[src/rtl/input_vc_controller_pkg.sv]
// Shared definitions for the per-VC input controller.
//   N / V          : router output-port count and VC count per port
//   FT_*           : two-bit flit type codes carried in the flit's top bits
//   ivc_state_e    : packet-sequencing FSM state encoding (2 bits)
//   is_head_type / is_tail_type : flit type classification helpers
package input_vc_controller_pkg;

    localparam int N = 5;
    localparam int V = 4;

    localparam logic [1:0] FT_BODY   = 2'b00;
    localparam logic [1:0] FT_HEAD   = 2'b01;
    localparam logic [1:0] FT_TAIL   = 2'b10;
    localparam logic [1:0] FT_SINGLE = 2'b11;

    typedef enum logic [1:0] {
        ST_IDLE     = 2'd0,
        ST_ROUTING  = 2'd1,
        ST_VC_ALLOC = 2'd2,
        ST_ACTIVE   = 2'd3
    } ivc_state_e;

    // Head and single both open a packet.
    function automatic logic is_head_type(input logic [1:0] t);
        return (t == FT_HEAD) || (t == FT_SINGLE);
    endfunction

    // Tail and single both close a packet.
    function automatic logic is_tail_type(input logic [1:0] t);
        return (t == FT_TAIL) || (t == FT_SINGLE);
    endfunction

endpackage

[src/rtl/input_vc_controller_ivc_fifo.sv]
// ivc_fifo: circular flit buffer.
//   push/din   : write request and data (accepted when not full, or when
//                a pop happens in the same cycle)
//   pop        : read request (ignored while empty)
//   dout       : head entry, combinational; undefined while empty
//   full/empty : occupancy flags
//   count      : number of stored entries, 0..DEPTH
module ivc_fifo #(
    parameter int DEPTH = 4,
    parameter int W     = 34
) (
    input  logic                       clk,
    input  logic                       rstn,
    input  logic                       push,
    input  logic                       pop,
    input  logic [W-1:0]               din,
    output logic [W-1:0]               dout,
    output logic                       full,
    output logic                       empty,
    output logic [$clog2(DEPTH):0]     count
);

    localparam int AW = $clog2(DEPTH);

    logic [W-1:0]  mem [DEPTH];
    logic [AW-1:0] wr_ptr;
    logic [AW-1:0] rd_ptr;
    logic [AW:0]   cnt;
    logic          push_ok;
    logic          pop_ok;

    assign empty   = (cnt == '0);
    assign full    = (cnt == (AW+1)'(DEPTH));
    assign count   = cnt;
    assign dout    = mem[rd_ptr];
    assign pop_ok  = pop && !empty;
    // A full buffer still takes a write when the head leaves in the same cycle.
    assign push_ok = push && (!full || pop_ok);

    // Storage carries no reset; contents are meaningless until written.
    always_ff @(posedge clk) begin
        if (push_ok) begin
            mem[wr_ptr] <= din;
        end
    end

    // Pointers wrap naturally because DEPTH is a power of two.
    always_ff @(posedge clk or negedge rstn) begin
        if (!rstn) begin
            wr_ptr <= '0;
            rd_ptr <= '0;
            cnt    <= '0;
        end else begin
            if (push_ok) wr_ptr <= wr_ptr + AW'(1);
            if (pop_ok)  rd_ptr <= rd_ptr + AW'(1);
            case ({push_ok, pop_ok})
                2'b10:   cnt <= cnt + (AW+1)'(1);
                2'b01:   cnt <= cnt - (AW+1)'(1);
                default: cnt <= cnt;
            endcase
        end
    end

endmodule

[src/rtl/input_vc_controller.sv]
// input_vc_controller: per-(input port, VC) front end of the router.
// Buffers link flits, presents the head destination to route computation,
// registers the route, then walks the packet through VC and switch
// allocation, returning one credit upstream per forwarded flit.
//   inFlit/inValid             : flit write from the link
//   creditOut                  : registered one-cycle credit per popped flit
//   dst                        : head flit destination, to rc
//   candidateOutPort/VC        : route result from rc
//   vaReq/vaReqPort/vaReqVC    : VC allocation request and registered route
//   vaGrant/vaGrantVC          : VC allocation result
//   saReq/saGrant              : switch allocation request/grant (grant pops)
//   outFlit/outValid           : head flit and its switch-traversal strobe
//   outPort/outVC              : route and VC held for the current packet
//   errOverflow                : sticky, a write arrived while full
//   fsmState                   : current sequencing state, for observation
// Handshake: saGrant pops only in ACTIVE with data buffered; outValid is
// that same qualified grant, combinational, and creditOut follows it by
// exactly one cycle. vaGrant counts only while vaReq is high.
module input_vc_controller
    import input_vc_controller_pkg::*;
#(
    parameter int DEPTH  = 4,
    parameter int FLIT_W = 34
) (
    input  logic              clk,
    input  logic              rstn,
    input  logic [FLIT_W-1:0] inFlit,
    input  logic              inValid,
    output logic              creditOut,
    output logic [7:0]        dst,
    input  logic [N-1:0]      candidateOutPort,
    input  logic [V-1:0]      candidateOutVC,
    output logic              vaReq,
    output logic [N-1:0]      vaReqPort,
    output logic [V-1:0]      vaReqVC,
    input  logic              vaGrant,
    input  logic [V-1:0]      vaGrantVC,
    output logic              saReq,
    input  logic              saGrant,
    output logic [FLIT_W-1:0] outFlit,
    output logic              outValid,
    output logic [N-1:0]      outPort,
    output logic [V-1:0]      outVC,
    output logic              errOverflow,
    output ivc_state_e        fsmState
);

    ivc_state_e                 state;
    ivc_state_e                 state_nx;
    logic [FLIT_W-1:0]          head_flit;
    logic [1:0]                 head_type;
    logic                       fifo_full;
    logic                       fifo_empty;
    logic [$clog2(DEPTH):0]     fifo_count;
    logic                       pop;

    ivc_fifo #(
        .DEPTH (DEPTH),
        .W     (FLIT_W)
    ) u_fifo (
        .clk   (clk),
        .rstn  (rstn),
        .push  (inValid),
        .pop   (pop),
        .din   (inFlit),
        .dout  (head_flit),
        .full  (fifo_full),
        .empty (fifo_empty),
        .count (fifo_count)
    );

    assign head_type = head_flit[FLIT_W-1:FLIT_W-2];
    assign dst       = head_flit[7:0];
    assign outFlit   = head_flit;
    assign fsmState  = state;

    // State register
    always_ff @(posedge clk or negedge rstn) begin
        if (!rstn) state <= ST_IDLE;
        else       state <= state_nx;
    end

    // Next state. A non-head flit at the head in IDLE simply stalls here.
    always_comb begin
        state_nx = state;
        case (state)
            ST_IDLE:     if (!fifo_empty && is_head_type(head_type)) state_nx = ST_ROUTING;
            ST_ROUTING:  state_nx = ST_VC_ALLOC;
            ST_VC_ALLOC: if (vaGrant) state_nx = ST_ACTIVE;
            ST_ACTIVE:   if (pop && is_tail_type(head_type)) state_nx = ST_IDLE;
            default:     state_nx = ST_IDLE;
        endcase
    end

    // Outputs decoded from state
    always_comb begin
        vaReq    = 1'b0;
        saReq    = 1'b0;
        pop      = 1'b0;
        outValid = 1'b0;
        case (state)
            ST_VC_ALLOC: vaReq = 1'b1;
            ST_ACTIVE: begin
                saReq    = (fifo_count != '0);
                pop      = saGrant && !fifo_empty;
                outValid = pop;
            end
            default: ;
        endcase
    end

    // Route/VC registers, credit return and overflow flag
    always_ff @(posedge clk or negedge rstn) begin
        if (!rstn) begin
            vaReqPort   <= '0;
            vaReqVC     <= '0;
            outPort     <= '0;
            outVC       <= '0;
            creditOut   <= 1'b0;
            errOverflow <= 1'b0;
        end else begin
            if (state == ST_ROUTING) begin
                vaReqPort <= candidateOutPort;
                vaReqVC   <= candidateOutVC;
                outPort   <= candidateOutPort;
            end
            if (state == ST_VC_ALLOC && vaGrant) begin
                outVC <= vaGrantVC;
            end
            creditOut <= pop;
            // The write is dropped by the buffer; only a simultaneous pop makes room.
            if (inValid && fifo_full && !pop) begin
                errOverflow <= 1'b1;
            end
        end
    end

endmodule
[config.mk]
export PLATFORM = sky130hd
export DESIGN_NAME = input_vc_controller
export DESIGN_NICKNAME = d
export VERILOG_FILES = /design/src/rtl/input_vc_controller_pkg.sv /design/src/rtl/input_vc_controller_ivc_fifo.sv /design/src/rtl/input_vc_controller.sv
export SDC_FILE = /design/constraint.sdc
export NUM_CORES = 1
export LEC_CHECK = 0
export CAP_MARGIN = 0
export CORE_ASPECT_RATIO = 0.8
export CORE_MARGIN = 8
export CORE_UTILIZATION = 32
export CTS_CLUSTER_DIAMETER = 100
export DETAILED_ROUTE_END_ITERATION = 7
export MAX_ROUTING_LAYER = met4
export PLACE_DENSITY = 0.63
export SLEW_MARGIN = 25
export SYNTH_ARGS = -nofsm -noshare
export SYNTH_HDL_FRONTEND = slang
export SYNTH_SLANG_ARGS = --single-unit
[constraint.sdc]
create_clock -name clk -period 3.5 [get_ports clk]
set_clock_uncertainty 0.1 [all_clocks]
set_input_delay 0.525 -clock clk [delete_from_list [all_inputs] [get_ports clk]]
set_output_delay 0.525 -clock clk [all_outputs]
set_load 0.02 [all_outputs]
==> run metrics <==
vias per cell=4.475; total power draw=7.664 mW; Worst EP arrival=2.38 ns; Post-Syn Area=6182 um2; Multi-input gate area=1321 um2; RSZ-0062 raised after global routing=no; count leader, synth=edfxtp_1; Final ANT Viol Nets=0; final WL=12930 um; critical-path maximum fanout=17; CTS Sinks=160; Syn Nets=354; vias in the first global route=3443; final period utilization=0.8596; clock tree buffer depth=2; fill cell count=1646; setup TNS=0 ns; Reg clk slew, reported paths=0.06 ns; die area=24050 um2; min Tclk post-route=3.009 ns; outcome=finished clean; pwr/cell area=932.4 nW/um2; root buf cell=clkbuf_16; IO Count=119; Layout area overhead=32.95%; VDD IR-drop max=446.4 uV; WL/cell=18.82 um; Final Net Count=479; global route overflow=0; drt initial violations=204; WS Path Type=reg2out; Seq/Total Area, Yosys=0.7577; top cells by area, synth=edfxtp_1 66%, mux4_2 12%, dfrtp_1 9.7%, mux2_2 2.9%, ha_1 2.0%; H-tree depth=4; post-CTS sizing=0; Cell Count, Final, Fillers Out=687; First-pass DRT Iterations=4; synth warn=0; top cells by count, synth=136 x edfxtp_1, 32 x mux4_2, 24 x dfrtp_1, 16 x mux2_2, 13 x buf_4; count of final hold-check violations=0; post-synthesis async set-or-reset flop share=0.1500; initial antenna violation count=0; CTS tree=built; sequential power share=0.364; Internal=5.152 mW; #FFs+latches synth=160; Final Util=0.4332; post-synth cell types=31; Psw=2.511 mW; sw frac=0.3277; Synth top area share=0.6606; Worst Hold Class=reg2reg; Place WS=0.7875 ns; Detail Placement HPWL=8599 um; n_diodes=0; syn_area_per_cell=21.24 um2; Final Setup Violations=0; total core area=18970 um2; Die Height=140.3 um; top_reg_cell synth=edfxtp_1; area leader, netlist=edfxtp_1; Leakage=2.827 nW; Placed Instances=655; Final Max Slew Viols=0; Least-Margin Pin Slew=0.8018 ns; All-Layer GR Usage=0.1143; Post-synth EDFFs=136; Max Cap Violations=0; Critical Path Start Type=flop; Register Area=4687 um2; Crit. End Element=output pin; Core Rows=45; CP Data Required Time=2.87 ns; Post-CTS Hold Buffers=0; gp weighted congestion=0.7271; port bufs=118; Max-Slew Margin vs Limit=0.4638; starting density of the core=0.3258; pin count of the biggest net entering global routing=35; fraction of layout cells with a size suffix above 1=0.2238; first-pass GRT wire length=19630 um; setup ws final=0.4914 ns; Fmax=332.4 MHz; TritonCTS Buffers=17; chip width=171.4 um; combinational power share=0.404; DRC violations left=0; clock power share=0.232; Skew-Pair Late Insertion Delay=0.42 ns; Post-CTS Setup Inserts=0; Mapped Cells=291; vias=3074
worst max-delay path, cell delays in order (launching register included):
cell and delay, ns:
dfrtp_2 0.47, buf_4 0.35, mux4_2 0.59, clkdlybuf4s50_1 0.56
layout make-up:
class                   instances  share of cell area
flip-flops and latches        160              0.5703
multi-input cells              99              0.1608
repair buffers                128              0.1559
clock buffers                  18             0.05222
well taps                     258             0.03928
clock inverters                14             0.01705
inverters                      10            0.004567
through the flow:
stage,instance area [um2],hold WS [ns]
final,8219,0.3864
after global routing,8219,0.4106
after CTS,8219,0.4015
after detailed placement,7650,0.3872
after global placement,7650,0.3878
after floorplan,6182,0.1294
layout by cell type (no fill, tap or decap), types with 2 or more instances in the layout:
cell,Yosys,layout
edfxtp_1,136,136
clkdlybuf4s50_1,0,118
mux4_2,32,32
dfrtp_1,24,22
clkbuf_16,0,17
mux2_2,16,16
inv_1,10,10
ha_1,10,10
buf_4,13,8
nor2_1,6,6
nand2_1,4,4
and3_2,0,4
clkinv_2,0,4
nand3_1,3,3
xnor2_1,3,3
xor2_1,3,3
clkinv_4,0,3
mux2i_1,2,2
a21oi_1,2,2
and2_1,2,2
o32a_1,2,2
bufinv_16,0,2
inv_6,0,2
buf_12,0,2
dfrtp_2,0,2
state kept, by name, indices dropped and copies added, names as in the netlist:
signal	count
outPort	5
u_fifo.mem	136
u_fifo.count	3
vaReqVC	4
outVC	4
creditOut	1
fsmState	2
u_fifo.rd_ptr	2
errOverflow	1
u_fifo.wr_ptr	2
power by group through the flow:
| stage | Clock (mW) | Sequential [mW] | Combinational [mW] |
|---|---|---|---|
| after global placement | 0 | 2.81 | 3.13 |
| final | 1.78 | 2.79 | 3.09 |
| after floorplan | 0 | 2.87 | 1.82 |
| after global routing | 1.91 | 2.84 | 3.31 |
| after CTS | 1.83 | 2.80 | 3.17 |
| after detailed placement | 0 | 2.84 | 3.15 |
cell families after synthesis:
family / Yosys count / share of synthesized area
buffers and inverters: 32 / 0.02935
adders and majority gates: 11 / 0.02348
DFF: 160 / 0.7577
muxes: 51 / 0.1514
AOI/OAI and AO/OA: 9 / 0.01214
xor gates and xnor gates: 6 / 0.008502
and+or+nand+nor: 22 / 0.01740
layer usage:
layer	track usage	vias up	part of all wire
met1	0.1357	1592	0.45
met3	0.03679	12	0.038
met4	0.04111	0	0.012
met5	-	-	0
li1	-	1396	-
met2	0.1806	74	0.50
path summary, 6_finish.rpt:
path | slack [ns] | from | endpoint | cells after the start
setup / recovery | 0.49 | u_fifo.rd_ptr[0] | outFlit[13] | 3
hold / removal | 0.39 | errOverflow | errOverflow | 1
setup reg to reg | 0.98 | fsmState[1] | u_fifo.count[2] | 11
hold reg to reg | 0.39 | errOverflow | errOverflow | 1
max in group asynchronous | 2.21 | rstn | u_fifo.count[2] | 2
min in group asynchronous | 0.47 | rstn | outPort[1] | 1
(Power assumes the default switching activity.)
==> RTL edit: new RTL, same settings <==
`N`: 5 -> 4.
--- a/src/rtl/input_vc_controller_pkg.sv
+++ b/src/rtl/input_vc_controller_pkg.sv
@@ -7,3 +7,3 @@
 
-    localparam int N = 5;
+    localparam int N = 4;
     localparam int V = 4;
Interface: changed (resized candidateOutPort, outPort and vaReqPort); port bits go from 119 to 116. The function was not compared with the original's and may differ.
==> RTL edit against the original RTL <==
- the flow now finishes with violations (negative hold slack)
- routed wire length is 0.83% lower
- design area decreased by 1.1%
- final cell count fell by 1.2%
- sequential cell count shrank 1
- area after synthesis fell by 0.71%
- first-iteration DRC count is 23% lower
- setup slack better by 0.062 ns
- power is 1.5% lower
- non-clock buffer count down 5
- largest power group unchanged
==> RTL edit: results (changes against the original RTL) <==
* First-pass GRT wire length at 20100 um (+2.2%)
* VDD IR-drop max at 0.443 mV (-0.68%)
* Gr usage total at 11.6% (+0.21 points)
* Dominant cells by area after synthesis: edfxtp_1 67%, mux4_2 12%, dfrtp_1 9.4%
* Hpwl dp at 8370 um (-2.7%)
* Place WS at 0.784 ns (-0.00314 ns)
* NumNets Final at 471 (-1.7%)
* Worst path arrival time at 2.32 ns (-0.06 ns)
* Slew @ Worst Pin at 0.552 ns (-0.250 ns)
* Hold slack at -0.0181 ns (-0.404 ns)
* Mux cell area share after synthesis at 15.1% (-0.075 points)
* Status: finished with violations
* CP endpoint: outFlit[14]
* Tightest Hold Check Type: in -> async
* Final Cycle Share at 84.2% (-1.8 points)
* Pleak at 0.00277 uW (-1.9%)
* CP peak stage delay at 0.65 ns (+0.06 ns)
* Seq/Total Area, Yosys at 75.9% (+0.13 points)
* Switching pwr at 2450 uW (-2.3%)
* Adder-cell area share of the yosys netlist at 2.36% (+0.017 points)
* Failing checks: negative hold slack
* Vias in the first global route at 3524 (+2.4%)
* Compound-Gate Fraction of Synth Area at 1.22% (+0.0087 points)
* Number of detailed-route iterations in the first pass at 4 (unchanged)
* Routed WL at 12800 um (-0.83%)
* Synth Area per Inst at 21.3 um2 (+0.33%)
* Root buffer cell: clkbuf_16
* Clock share of power at 22.9% (-0.3 points)
* Hold Vio Cnt, Final at 23 (+23)
* Gpl congestion at 0.705 (-3.1%)
* Flop+latch power at 2760 uW
* Placed cell areas at 7580 um2 (-0.90%)
* PwrDens at 929 nW/um2 (-0.36%)
* Layout cells sized above 1 at 21.4% (-1.0 points)
* Post-synth top cells: 136 x edfxtp_1, 32 x mux4_2, 23 x dfrtp_1
* Critical Path Source: u_fifo.rd_ptr[1]
* R2R Setup Slk at 1.02 ns (+0.04 ns)
* IO Port Bufs at 115 (-2.5%)
* Vias/cell at 4.45 (-0.53%)
* Placed cell count at 648 (-1.1%)
* Critical path fanouts, max at 19 (+2)
* Syn Nets at 350 (-1.1%)
* Initial DRC count at 158 (-23%)
* Post-synthesis xor/xnor area fraction at 0.856% (+0.0061 points)
* Async SR Flop Fraction at 14.5% (-0.53 points)
-- RTL edit: cell count changes after synthesis, sizes merged --
| cell | unedited run | this run |
|---|---|---|
| buf | 21 | 20 |
| dfrtp | 24 | 23 |
| mux2 | 17 | 16 |
-- RTL edit: kinds of logic (layout without fill, tap and decap cells) --
group | count (synthesis) | in the layout
fa+ha+maj | 11 | 11
mux | 50 | 50
compound gates | 9 | 9
simple gates | 22 | 22
xor+xnor | 6 | 6
flops | 159 | 159
buf+inv | 31 | 164
-- RTL edit: area by class of cell --
class                           instances  area, um2
Sequential cell                       159       4660
Clock inverter                         13        124
Multi-Input combinational cell         98       1310
Tap cell                              258        323
Inverter                               10       37.5
Fill cell                            1682      10800
Timing Repair Buffer                  123       1240
Clock buffer                           18        429
-- RTL edit: per-layer routing --
metal  global-route usage, %  share of wire [%]  up-vias
met2                    18.8                 51       72
met3                    2.74                4.0       18
met4                    5.34                1.8        0
met5                       -                  0        -
li1                        -                  -     1379
met1                    13.7                 43     1553
